<file path="config.mk">
export PLATFORM = sky130hd
export DESIGN_NAME = hyper_xface
export DESIGN_NICKNAME = d
export VERILOG_FILES = /design/src/rtl/hyper_xface.sv
export SDC_FILE = /design/constraint.sdc
export NUM_CORES = 1
export LEC_CHECK = 0
export ABC_AREA = 1
export CORE_ASPECT_RATIO = 0.75
export CORE_MARGIN = 2
export CORE_UTILIZATION = 53
export DETAILED_ROUTE_END_ITERATION = 12
export GPL_ROUTABILITY_DRIVEN = 0
export HOLD_SLACK_MARGIN = 0.06
export PLACE_DENSITY = 0.8
export SLEW_MARGIN = 25
export SYNTH_ARGS = -nofsm -noshare
export SYNTH_HDL_FRONTEND = slang
export SYNTH_SLANG_ARGS = --single-unit
</file>
<file path="constraint.sdc">
create_clock -name clk -period 2.25 [get_ports clk]
set_input_delay 0.45 -clock clk [delete_from_list [all_inputs] [get_ports clk]]
set_output_delay 0.45 -clock clk [all_outputs]
set_load 0.01 [all_outputs]
</file>
<file path="src/rtl/hyper_xface.sv">
// HyperBus master: serialises CA, waits the initial latency and moves 32-bit dwords to/from one HyperRAM.
// Every bus edge takes two clk cycles: phase A drives DQ/RWDS, phase B toggles CK.
module hyper_xface #(
  parameter int LATENCY_1X = 16,
  parameter int LATENCY_2X = 22
) (
  input  logic        clk,
  input  logic        reset_l,
  input  logic        rd_req,
  input  logic        wr_req,
  input  logic        mem_or_req,
  input  logic [3:0]  wr_byte_en,
  input  logic [5:0]  rd_num_dwords,
  input  logic [31:0] addr,
  input  logic [31:0] wr_d,
  output logic [31:0] rd_d,
  output logic        rd_rdy,
  output logic        busy,
  output logic        burst_wr_rdy,
  input  logic [7:0]  dram_dq_in,
  output logic [7:0]  dram_dq_out,
  output logic        dram_dq_oe_l,
  input  logic        dram_rwds_in,
  output logic        dram_rwds_out,
  output logic        dram_rwds_oe_l,
  output logic        dram_ck,
  output logic        dram_rst_l,
  output logic        dram_cs_l
);

  // state  | meaning
  // IDLE   | waiting for a request
  // CA     | six command/address edges
  // LAT    | initial access latency edges
  // WDATA  | write bytes (4 memory, 2 register)
  // RDATA  | read capture on RWDS toggles
  // END    | park CK low, then deselect
  // RECOV  | two-cycle recovery before IDLE
  typedef enum logic [2:0] {S_IDLE, S_CA, S_LAT, S_WDATA, S_RDATA, S_END, S_RECOV} state_t;

  state_t      state_q, state_d;
  logic        phase_q, phase_d;
  logic [7:0]  ecnt_q, ecnt_d;
  logic [47:0] ca_q, ca_d;
  logic [31:0] wd_q, wd_d;
  logic [3:0]  be_q, be_d;
  logic        is_wr_q, is_wr_d, is_reg_q, is_reg_d;
  logic [5:0]  ndw_q, ndw_d, tmo_q, tmo_d;
  logic        rwds_hi_q, rwds_hi_d, rwds_r_q, rwds_p_q, rwds_tgl;
  logic [1:0]  bcnt_q, bcnt_d;
  logic [23:0] shift_q, shift_d;
  logic [31:0] rd_d_q, rd_d_d;
  logic        rd_rdy_q, rd_rdy_d;
  logic [7:0]  dq_out_q, dq_out_d;
  logic        rwds_out_q, rwds_out_d, dq_oe_l_q, dq_oe_l_d, rwds_oe_l_q, rwds_oe_l_d;
  logic        ck_q, ck_d, cs_l_q, cs_l_d, rst_q;

  assign rwds_tgl = rwds_r_q ^ rwds_p_q;

  always_ff @(posedge clk) begin
    if (!reset_l) state_q <= S_IDLE;
    else          state_q <= state_d;
  end

  always_comb begin
    state_d = state_q;  phase_d = phase_q;  ecnt_d = ecnt_q;  ca_d = ca_q;  wd_d = wd_q;
    be_d = be_q;  is_wr_d = is_wr_q;  is_reg_d = is_reg_q;  ndw_d = ndw_q;  tmo_d = tmo_q;
    rwds_hi_d = rwds_hi_q;  bcnt_d = bcnt_q;  shift_d = shift_q;  rd_d_d = rd_d_q;  rd_rdy_d = 1'b0;
    dq_out_d = dq_out_q;  rwds_out_d = rwds_out_q;  dq_oe_l_d = dq_oe_l_q;  rwds_oe_l_d = rwds_oe_l_q;
    ck_d = ck_q;  cs_l_d = cs_l_q;
    unique case (state_q)
      S_IDLE: if (wr_req || rd_req) begin
        is_wr_d   = wr_req;
        is_reg_d  = mem_or_req;
        ca_d      = {~wr_req, mem_or_req, 1'b1, addr[31:3], 13'd0, addr[2:0]};
        wd_d      = mem_or_req ? {wr_d[15:0], 16'd0} : wr_d;  // register writes carry only the low half
        be_d      = wr_byte_en;
        ndw_d     = (rd_num_dwords == 6'd0) ? 6'd0 : rd_num_dwords - 6'd1;
        rwds_hi_d = 1'b0;
        phase_d   = 1'b0;
        ecnt_d    = 8'd5;
        state_d   = S_CA;
      end
      S_CA: if (!phase_q) begin
        dq_out_d  = ca_q[47:40];
        ca_d      = {ca_q[39:0], 8'h00};
        cs_l_d    = 1'b0;
        dq_oe_l_d = 1'b0;
        phase_d   = 1'b1;
      end else begin
        ck_d      = ~ck_q;
        phase_d   = 1'b0;
        ecnt_d    = ecnt_q - 8'd1;
        rwds_hi_d = rwds_hi_q | dram_rwds_in;
        if (ecnt_q == 8'd0) begin
          if (is_wr_q && is_reg_q) begin
            state_d = S_WDATA;
            ecnt_d  = 8'd1;
          end else begin
            state_d = S_LAT;
            ecnt_d  = (rwds_hi_q | dram_rwds_in) ? 8'(LATENCY_2X - 1) : 8'(LATENCY_1X - 1);
          end
        end
      end
      S_LAT: if (!phase_q) begin
        if (!is_wr_q) dq_oe_l_d = 1'b1;
        phase_d = 1'b1;
      end else begin
        ck_d    = ~ck_q;
        phase_d = 1'b0;
        ecnt_d  = ecnt_q - 8'd1;
        if (ecnt_q == 8'd0) begin
          if (is_wr_q) begin
            state_d = S_WDATA;
            ecnt_d  = 8'd3;
          end else begin
            state_d = S_RDATA;
            tmo_d   = 6'd63;
            bcnt_d  = 2'd0;
          end
        end
      end
      S_WDATA: if (!phase_q) begin
        dq_out_d = wd_q[31:24];
        wd_d     = {wd_q[23:0], 8'h00};
        phase_d  = 1'b1;
        if (!is_reg_q) begin
          rwds_oe_l_d = 1'b0;
          rwds_out_d  = ~be_q[3];
          be_d        = {be_q[2:0], 1'b0};
        end
      end else begin
        ck_d    = ~ck_q;
        phase_d = 1'b0;
        ecnt_d  = ecnt_q - 8'd1;
        if (ecnt_q == 8'd0) state_d = S_END;
      end
      S_RDATA: begin
        phase_d = ~phase_q;
        if (phase_q) ck_d = ~ck_q;
        if (rwds_tgl) begin
          shift_d = {shift_q[15:0], dram_dq_in};
          bcnt_d  = bcnt_q + 2'd1;
          tmo_d   = 6'd63;
          if (bcnt_q == 2'd3) begin
            rd_d_d   = {shift_q, dram_dq_in};
            rd_rdy_d = 1'b1;
            if (ndw_q == 6'd0) state_d = S_END;
            else               ndw_d = ndw_q - 6'd1;
          end
        end else if (tmo_q == 6'd0) begin
          state_d = S_END;
        end else begin
          tmo_d = tmo_q - 6'd1;
        end
      end
      S_END: if (!phase_q && !ck_q) begin
        cs_l_d      = 1'b1;
        dq_oe_l_d   = 1'b1;
        rwds_oe_l_d = 1'b1;
        dq_out_d    = 8'h00;
        rwds_out_d  = 1'b0;
        ecnt_d      = 8'd1;
        state_d     = S_RECOV;
      end else begin
        // finish a half-done edge so CK always parks low
        phase_d = ~phase_q;
        if (phase_q) ck_d = 1'b0;
      end
      S_RECOV: if (ecnt_q == 8'd0) state_d = S_IDLE;
               else                ecnt_d = ecnt_q - 8'd1;
      default: state_d = S_IDLE;
    endcase
  end

  always_comb begin
    busy           = (state_q != S_IDLE);
    burst_wr_rdy   = 1'b0;
    rd_d           = rd_d_q;
    rd_rdy         = rd_rdy_q;
    dram_dq_out    = dq_out_q;
    dram_dq_oe_l   = dq_oe_l_q;
    dram_rwds_out  = rwds_out_q;
    dram_rwds_oe_l = rwds_oe_l_q;
    dram_ck        = ck_q;
    dram_cs_l      = cs_l_q;
    dram_rst_l     = rst_q;
  end

  always_ff @(posedge clk) begin
    if (!reset_l) begin
      phase_q <= 1'b0;  ecnt_q <= 8'd0;  ca_q <= 48'd0;  wd_q <= 32'd0;  be_q <= 4'd0;
      is_wr_q <= 1'b0;  is_reg_q <= 1'b0;  ndw_q <= 6'd0;  tmo_q <= 6'd0;  rwds_hi_q <= 1'b0;
      rwds_r_q <= 1'b0;  rwds_p_q <= 1'b0;  bcnt_q <= 2'd0;  shift_q <= 24'd0;
      rd_d_q <= 32'd0;  rd_rdy_q <= 1'b0;  dq_out_q <= 8'h00;  rwds_out_q <= 1'b0;
      dq_oe_l_q <= 1'b1;  rwds_oe_l_q <= 1'b1;  ck_q <= 1'b0;  cs_l_q <= 1'b1;  rst_q <= 1'b0;
    end else begin
      phase_q <= phase_d;  ecnt_q <= ecnt_d;  ca_q <= ca_d;  wd_q <= wd_d;  be_q <= be_d;
      is_wr_q <= is_wr_d;  is_reg_q <= is_reg_d;  ndw_q <= ndw_d;  tmo_q <= tmo_d;  rwds_hi_q <= rwds_hi_d;
      rwds_r_q <= dram_rwds_in;  rwds_p_q <= rwds_r_q;  bcnt_q <= bcnt_d;  shift_q <= shift_d;
      rd_d_q <= rd_d_d;  rd_rdy_q <= rd_rdy_d;  dq_out_q <= dq_out_d;  rwds_out_q <= rwds_out_d;
      dq_oe_l_q <= dq_oe_l_d;  rwds_oe_l_q <= rwds_oe_l_d;  ck_q <= ck_d;  cs_l_q <= cs_l_d;  rst_q <= 1'b1;
    end
  end

endmodule

</file>
==> results of run 1 <==
==> tightest hold or removal path, cell delays in order, from the launching register on <==
cell	delay, ns
dfxtp_1	0.32
nand2_1	0.05
inv_1	0.03
==> logic make-up (layout without fill, tap and decap cells) <==
family,after synthesis,count (layout),share of synthesized area [%]
flops,176,176,45.2
other cells,1,1,0.0481
mux,16,16,2.31
simple gates,436,436,23.4
buf+inv,135,266,7.19
fa+ha+maj,8,8,1.28
xor+xnor,9,9,1.01
compound gates,280,280,19.6
==> stage by stage <==
stage               instances  cell area [sq um]  TNS, ns  setup WS [ns]  hold slack, ns
floorplan                1061               7800        0          0.621           0.420
global placement         1360               9350        0         0.0228           0.437
detailed placement       1360               9350    -1.24         -0.109           0.433
CTS                      1392               9940        0         0.0727           0.443
global route             1392               9950        0        0.00919           0.449
finish                   1392               9950        0         0.0654           0.441
==> registers in the layout, indices dropped and copies added, names as in the netlist, 2 cells and up <==
register / count
bcnt_q: 2
be_q: 4
ca_q: 38
dram_dq_out: 8
ecnt_q: 8
ndw_q: 6
rd_d: 32
shift_q: 24
state_q: 3
tmo_q: 6
wd_q: 32
==> metal layers <==
layer / wire length (um) / GRT usage, % / vias up
li1: - / - / 3780
met1: 9260 / 35.9 / 3403
met2: 8610 / 38.1 / 229
met3: 1140 / 4.52 / 21
met4: 229 / 7.00 / 0
met5: 0 / 0 / -
==> power breakdown <==
| part | switching (uW) | leakage [uW] | internal [uW] |
|---|---|---|---|
| logic | 2800 | 0.00228 | 1750 |
| registers | 557 | 0.00144 | 4000 |
| clock network | 1340 | 0.000275 | 1670 |
==> worst paths after layout <==
kind	cells past startpoint	slack, ns	from	to
max	3	0.07	state_q[2]	busy
min	2	0.44	rwds_r_q	rwds_p_q
max reg2reg	6	0.24	state_q[0]	rd_d[7]
min reg2reg	2	0.44	rwds_r_q	rwds_p_q
==> final cells by class <==
class | instances | share of cell area, %
multi-input cells | 750 | 37.4
flip-flops and latches | 176 | 35.4
repair buffers | 160 | 15.8
clock buffers | 17 | 4.27
inverters | 74 | 2.85
well taps | 200 | 2.51
clock inverters | 15 | 1.75
==> cells in the final DEF, fill, tap and decap left out, drive strengths merged <==
| cell | instances |
|---|---|
| nand2 | 243 |
| dfxtp | 176 |
| o21ai | 140 |
| clkdlybuf4s50 | 134 |
| nor2 | 116 |
| inv | 78 |
| a21oi | 72 |
| nand3 | 57 |
| a31oi | 53 |
| buf | 26 |
| clkbuf | 17 |
| mux2 | 16 |
| nor3 | 8 |
| ha | 8 |
| clkinvlp | 7 |
| xnor2 | 5 |
| a211oi | 5 |
| nand4 | 4 |
| xor2 | 4 |
| or2 | 3 |
| a22oi | 3 |
| nor4 | 3 |
| clkinv | 2 |
| o31ai | 2 |
| o21bai | 2 |
| o22ai | 2 |
| bufinv | 2 |
| nor3b | 1 |
| o2111ai | 1 |
| nand3b | 1 |
| conb | 1 |
==> impl_metrics.env, run 1 <==
export IMPL_outcome="complete, no violations"
export IMPL_clock_latency_ns=0.43
export IMPL_crit_buf_inv=2
export IMPL_drc=0
export IMPL_critPathRequiredTime_ns=1.80
export IMPL_cp_max_fo=8
export IMPL_leakage_uw=0.00400
export IMPL_worst_pin_slew_ns=0.771
export IMPL_async_flop_share_pct=0
export IMPL_clk_pin_slew_ns=0.07
export IMPL_layout_min_cycle_time_ns=2.18
export IMPL_dieArea_sq_um=15700
export IMPL_yosys_warnings=0
export IMPL_syn_to_final_growth_pct=27.6
export IMPL_synthMostInstantiatedCell="nand2_1"
export IMPL_row_count=38
export IMPL_avgViaCountPerCell=5.34
export IMPL_finalPower_uw=12100
export IMPL_yosysSeqAreaShare_pct=45.2
export IMPL_final_util_pct=69.1
export IMPL_final_setup_viol_count=0
export IMPL_fill_cells=1176
export IMPL_grt_pass1_wl_um=31300
export IMPL_powerDensity_nw_per_um2=1220
export IMPL_antenna_left=0
export IMPL_drtPass1Iterations=6
export IMPL_core_area_sq_um=14400
export IMPL_fin_skew_ns=0.00831
export IMPL_fmax_ghz=0.458
export IMPL_worstSetupPathType="reg2out"
export IMPL_via_count=7433
export IMPL_seqCellArea_sq_um=3520
export IMPL_rsz0062_at_grt="no"
export IMPL_syn_inst=1061
export IMPL_antenna_cells=0
export IMPL_slew_violations=0
export IMPL_grt_pass1_vias=6617
export IMPL_numCtsBuffers=17
export IMPL_startpoint_type="flop"
export IMPL_cts_tree="built"
export IMPL_wl_per_cell_um=13.8
export IMPL_clock_sinks=176
export IMPL_syn_avg_cell_area_sq_um=7.35
export IMPL_synth_fp_nets=1157
export IMPL_post_cts_buffers=0
export IMPL_fin_crit_sh_pct=97.1
export IMPL_ys_top_cells_by_count="237 x nand2_1, 176 x dfxtp_1, 105 x nor2_1, 104 x o21ai_0, 71 x a21oi_1"
export IMPL_ir_drop_v=0.000576
export IMPL_portBuffers=135
export IMPL_grt_max_degree=133
export IMPL_synthTopCellsByArea="dfxtp_1 45%, nand2_1 11%, o21ai_0 6.7%, nor2_1 5.1%, a21oi_1 4.6%"
export IMPL_antenna_found_initial=0
export IMPL_drive_gt1_share_pct=9.40
export IMPL_fp_dieH_um=109
export IMPL_hold_viol=0
export IMPL_synth_main_ff_cell="dfxtp_1"
export IMPL_drv_cap=0
export IMPL_synth_cell_types=40
export IMPL_ys_ff_latch=176
export IMPL_crit_path_end_kind="output pin"
export IMPL_hpwl_um=13400
export IMPL_cp_data_arrival_time_ns=1.73
export IMPL_hold_buffers=0
export IMPL_cts_max_level=4
export IMPL_hp_class="reg2reg"
export IMPL_die_w_um=144
export IMPL_clock_root_buffer="clkbuf_16"
export IMPL_yosysTopAreaCell="dfxtp_1"
export IMPL_syn_area_sq_um=7800
export IMPL_cts_resized=0
export IMPL_slew_headroom_pct=48.2
export IMPL_grt_ovfl_total=0
export IMPL_crit_chain="inv_2 > nand2_2 > clkdlybuf4s50_1"
export IMPL_synth_top_area_share_pct=45.2
export IMPL_start_util_pct=54.2
export IMPL_synth_edf_count=0
export IMPL_ioPinCount=137
export IMPL_drt_iter0_markers=606
export IMPL_cts_max_path_buffers=2
export IMPL_multi_input_area_sq_um=3720
export IMPL_cp_top_family="buffers and inverters"
export IMPL_nets=1275
export IMPL_crit_slowest_cell="clkdlybuf4s50_1"
export IMPL_grt_util_all_layers_pct=24.8
export IMPL_slowest_delay_ns=0.55
export IMPL_routed_wl_um=19200
Power figures use the tool's default switching activity.
==> run 2: changes to the inputs <==
- CORE_MARGIN: 2 -> unset
==> impl_metrics.env, run 2 (synthesis results as in run 1) <==
export IMPL_routed_wl_um=19300
export IMPL_hp_class="in2reg"
export IMPL_fin_crit_sh_pct=98.0
export IMPL_grt_ovfl_total=0
export IMPL_drc=0
export IMPL_hold_viol=0
export IMPL_grt_max_degree=58
export IMPL_clock_sinks=176
export IMPL_cts_max_path_buffers=2
export IMPL_rsz0062_at_grt="no"
export IMPL_via_count=7487
export IMPL_fin_skew_ns=0.0106
export IMPL_cts_tree="built"
export IMPL_crit_chain="nor2_2 > nand2_2 > clkdlybuf4s50_1"
export IMPL_wl_per_cell_um=14.0
export IMPL_clock_latency_ns=0.43
export IMPL_swShare_pct=39.8
export IMPL_leakage_uw=0.00400
export IMPL_p_seq_share_pct=38.2
export IMPL_slew_violations=0
export IMPL_grt_util_all_layers_pct=26.6
export IMPL_antenna_found_initial=0
export IMPL_critPathRequiredTime_ns=1.80
export IMPL_layout_min_cycle_time_ns=2.20
export IMPL_finalSetupTns_ns=0
export IMPL_cp_data_arrival_time_ns=1.75
export IMPL_p_sw_uw=4760
export IMPL_power_frac_comb_pct=38.1
export IMPL_cp_top_family="buffers and inverters"
export IMPL_nets=1273
export IMPL_drive_gt1_share_pct=9.08
export IMPL_dieArea_sq_um=15200
export IMPL_start_util_pct=55.6
export IMPL_clk_pin_slew_ns=0.07
export IMPL_drtPass1Iterations=6
export IMPL_cp_max_fo=7
export IMPL_hpwl_um=13200
export IMPL_numCtsBuffers=17
export IMPL_syn_to_final_growth_pct=27.0
export IMPL_mostFrequentLayoutCells="237 x nand2_1, 176 x dfxtp_1, 134 x clkdlybuf4s50_1"
export IMPL_ir_drop_v=0.000690
export IMPL_drt_iter0_markers=547
export IMPL_avgViaCountPerCell=5.41
export IMPL_clkPwrFrac_pct=23.7
export IMPL_core_area_sq_um=14000
export IMPL_holdWs_ns=0.429
export IMPL_cts_max_level=4
export IMPL_crit_path_end_kind="output pin"
export IMPL_largest_register_ffs=38
export IMPL_slowest_delay_ns=0.56
export IMPL_final_common_cell="nand2_1"
export IMPL_fmax_ghz=0.454
export IMPL_crit_buf_inv=1
export IMPL_powerDensity_nw_per_um2=1210
export IMPL_portBuffers=135
export IMPL_cts_resized=0
export IMPL_top_register="ca_q"
export IMPL_post_place_cells=1353
export IMPL_hold_buffers=0
export IMPL_clock_root_buffer="clkbuf_16"
export IMPL_worstSetupPathType="reg2out"
export IMPL_row_count=37
export IMPL_startpoint_type="flop"
export IMPL_place_area_sq_um=9340
export IMPL_internal_power_uw=7200
export IMPL_antenna_left=0
export IMPL_die_w_um=142
export IMPL_antenna_cells=0
export IMPL_ioPinCount=137
export IMPL_worst_pin_slew_ns=0.815
export IMPL_final_setup_viol_count=0
export IMPL_post_cts_buffers=0
export IMPL_grt_pass1_vias=6713
export IMPL_stdcell_area_sq_um=9910
export IMPL_grt_pass1_wl_um=32500
export IMPL_slew_headroom_pct=45.3
export IMPL_outcome="complete, no violations"
export IMPL_fin_cells=1385
export IMPL_fp_dieH_um=107
export IMPL_crit_slowest_cell="clkdlybuf4s50_1"
export IMPL_drv_cap=0
## run 2: cell count changes in the layout (fill, tap and decap cells not counted), moves of 2 or more
cell        before  now
buf_4           23   20
bufinv_16        2    0
clkinv_4         0    4
clkinvlp_4       7    2
## run 2: layout make-up
class / count / area [sq um]
fillers: 1197 / 4120
multi-input cells: 750 / 3720
flip-flops and latches: 176 / 3520
repair buffers: 158 / 1570
clock buffers: 17 / 425
inverters: 74 / 280
well taps: 195 / 244
clock inverters: 15 / 146
## run 2: stage by stage
stage / setup WS [ns] / total power (uW) / utilization, %
floorplan: 0.621 / 7800 / -
global placement: 0.0148 / 8920 / 66.6
detailed placement: -0.0594 / 9050 / 66.6
CTS: 0.0589 / 11900 / 70.6
global route: 0.00190 / 12800 / 70.7
finish: 0.0459 / 12000 / 70.7
## run 2: worst paths after layout
check	start	end	slack [ns]	cells past startpoint
max	state_q[1]	busy	0.05	3
min	reset_l	dram_dq_out[0]	0.43	3
max reg2reg	state_q[1]	dram_dq_out[1]	0.22	9
min reg2reg	rwds_r_q	rwds_p_q	0.45	2
## run 2: routing by layer
| metal | vias to the layer above | GRT usage, % | wire (um) |
|---|---|---|---|
| li1 | 3775 | - | - |
| met1 | 3471 | 38.1 | 9210 |
| met2 | 223 | 40.7 | 8670 |
| met3 | 18 | 5.18 | 1250 |
| met4 | 0 | 6.99 | 204 |
| met5 | - | 0 | 0 |
## run 2: power groups by stage
stage | Combinational, uW | Clock [uW] | Sequential, uW
2_1_floorplan | 3310 | 0 | 4490
3_3_place_gp | 4340 | 0 | 4580
3_5_place_dp | 4450 | 0 | 4600
4_1_cts | 4510 | 2870 | 4550
5_1_grt | 5190 | 2990 | 4660
6_report | 4550 | 2840 | 4560
## run 2: tightest hold or removal path, cell delays in order
cell and delay [ns]:
buf_4 0.22, nand2_1 0.10, nor2_1 0.03
==> run 3: changes to the inputs <==
- ABC_CLOCK_PERIOD_IN_PS: unset -> 2250
- TNS_END_PERCENT: unset -> 100
==> results of run 3 <==
The final DEF is identical to that of run 2; final timing and power are the same.
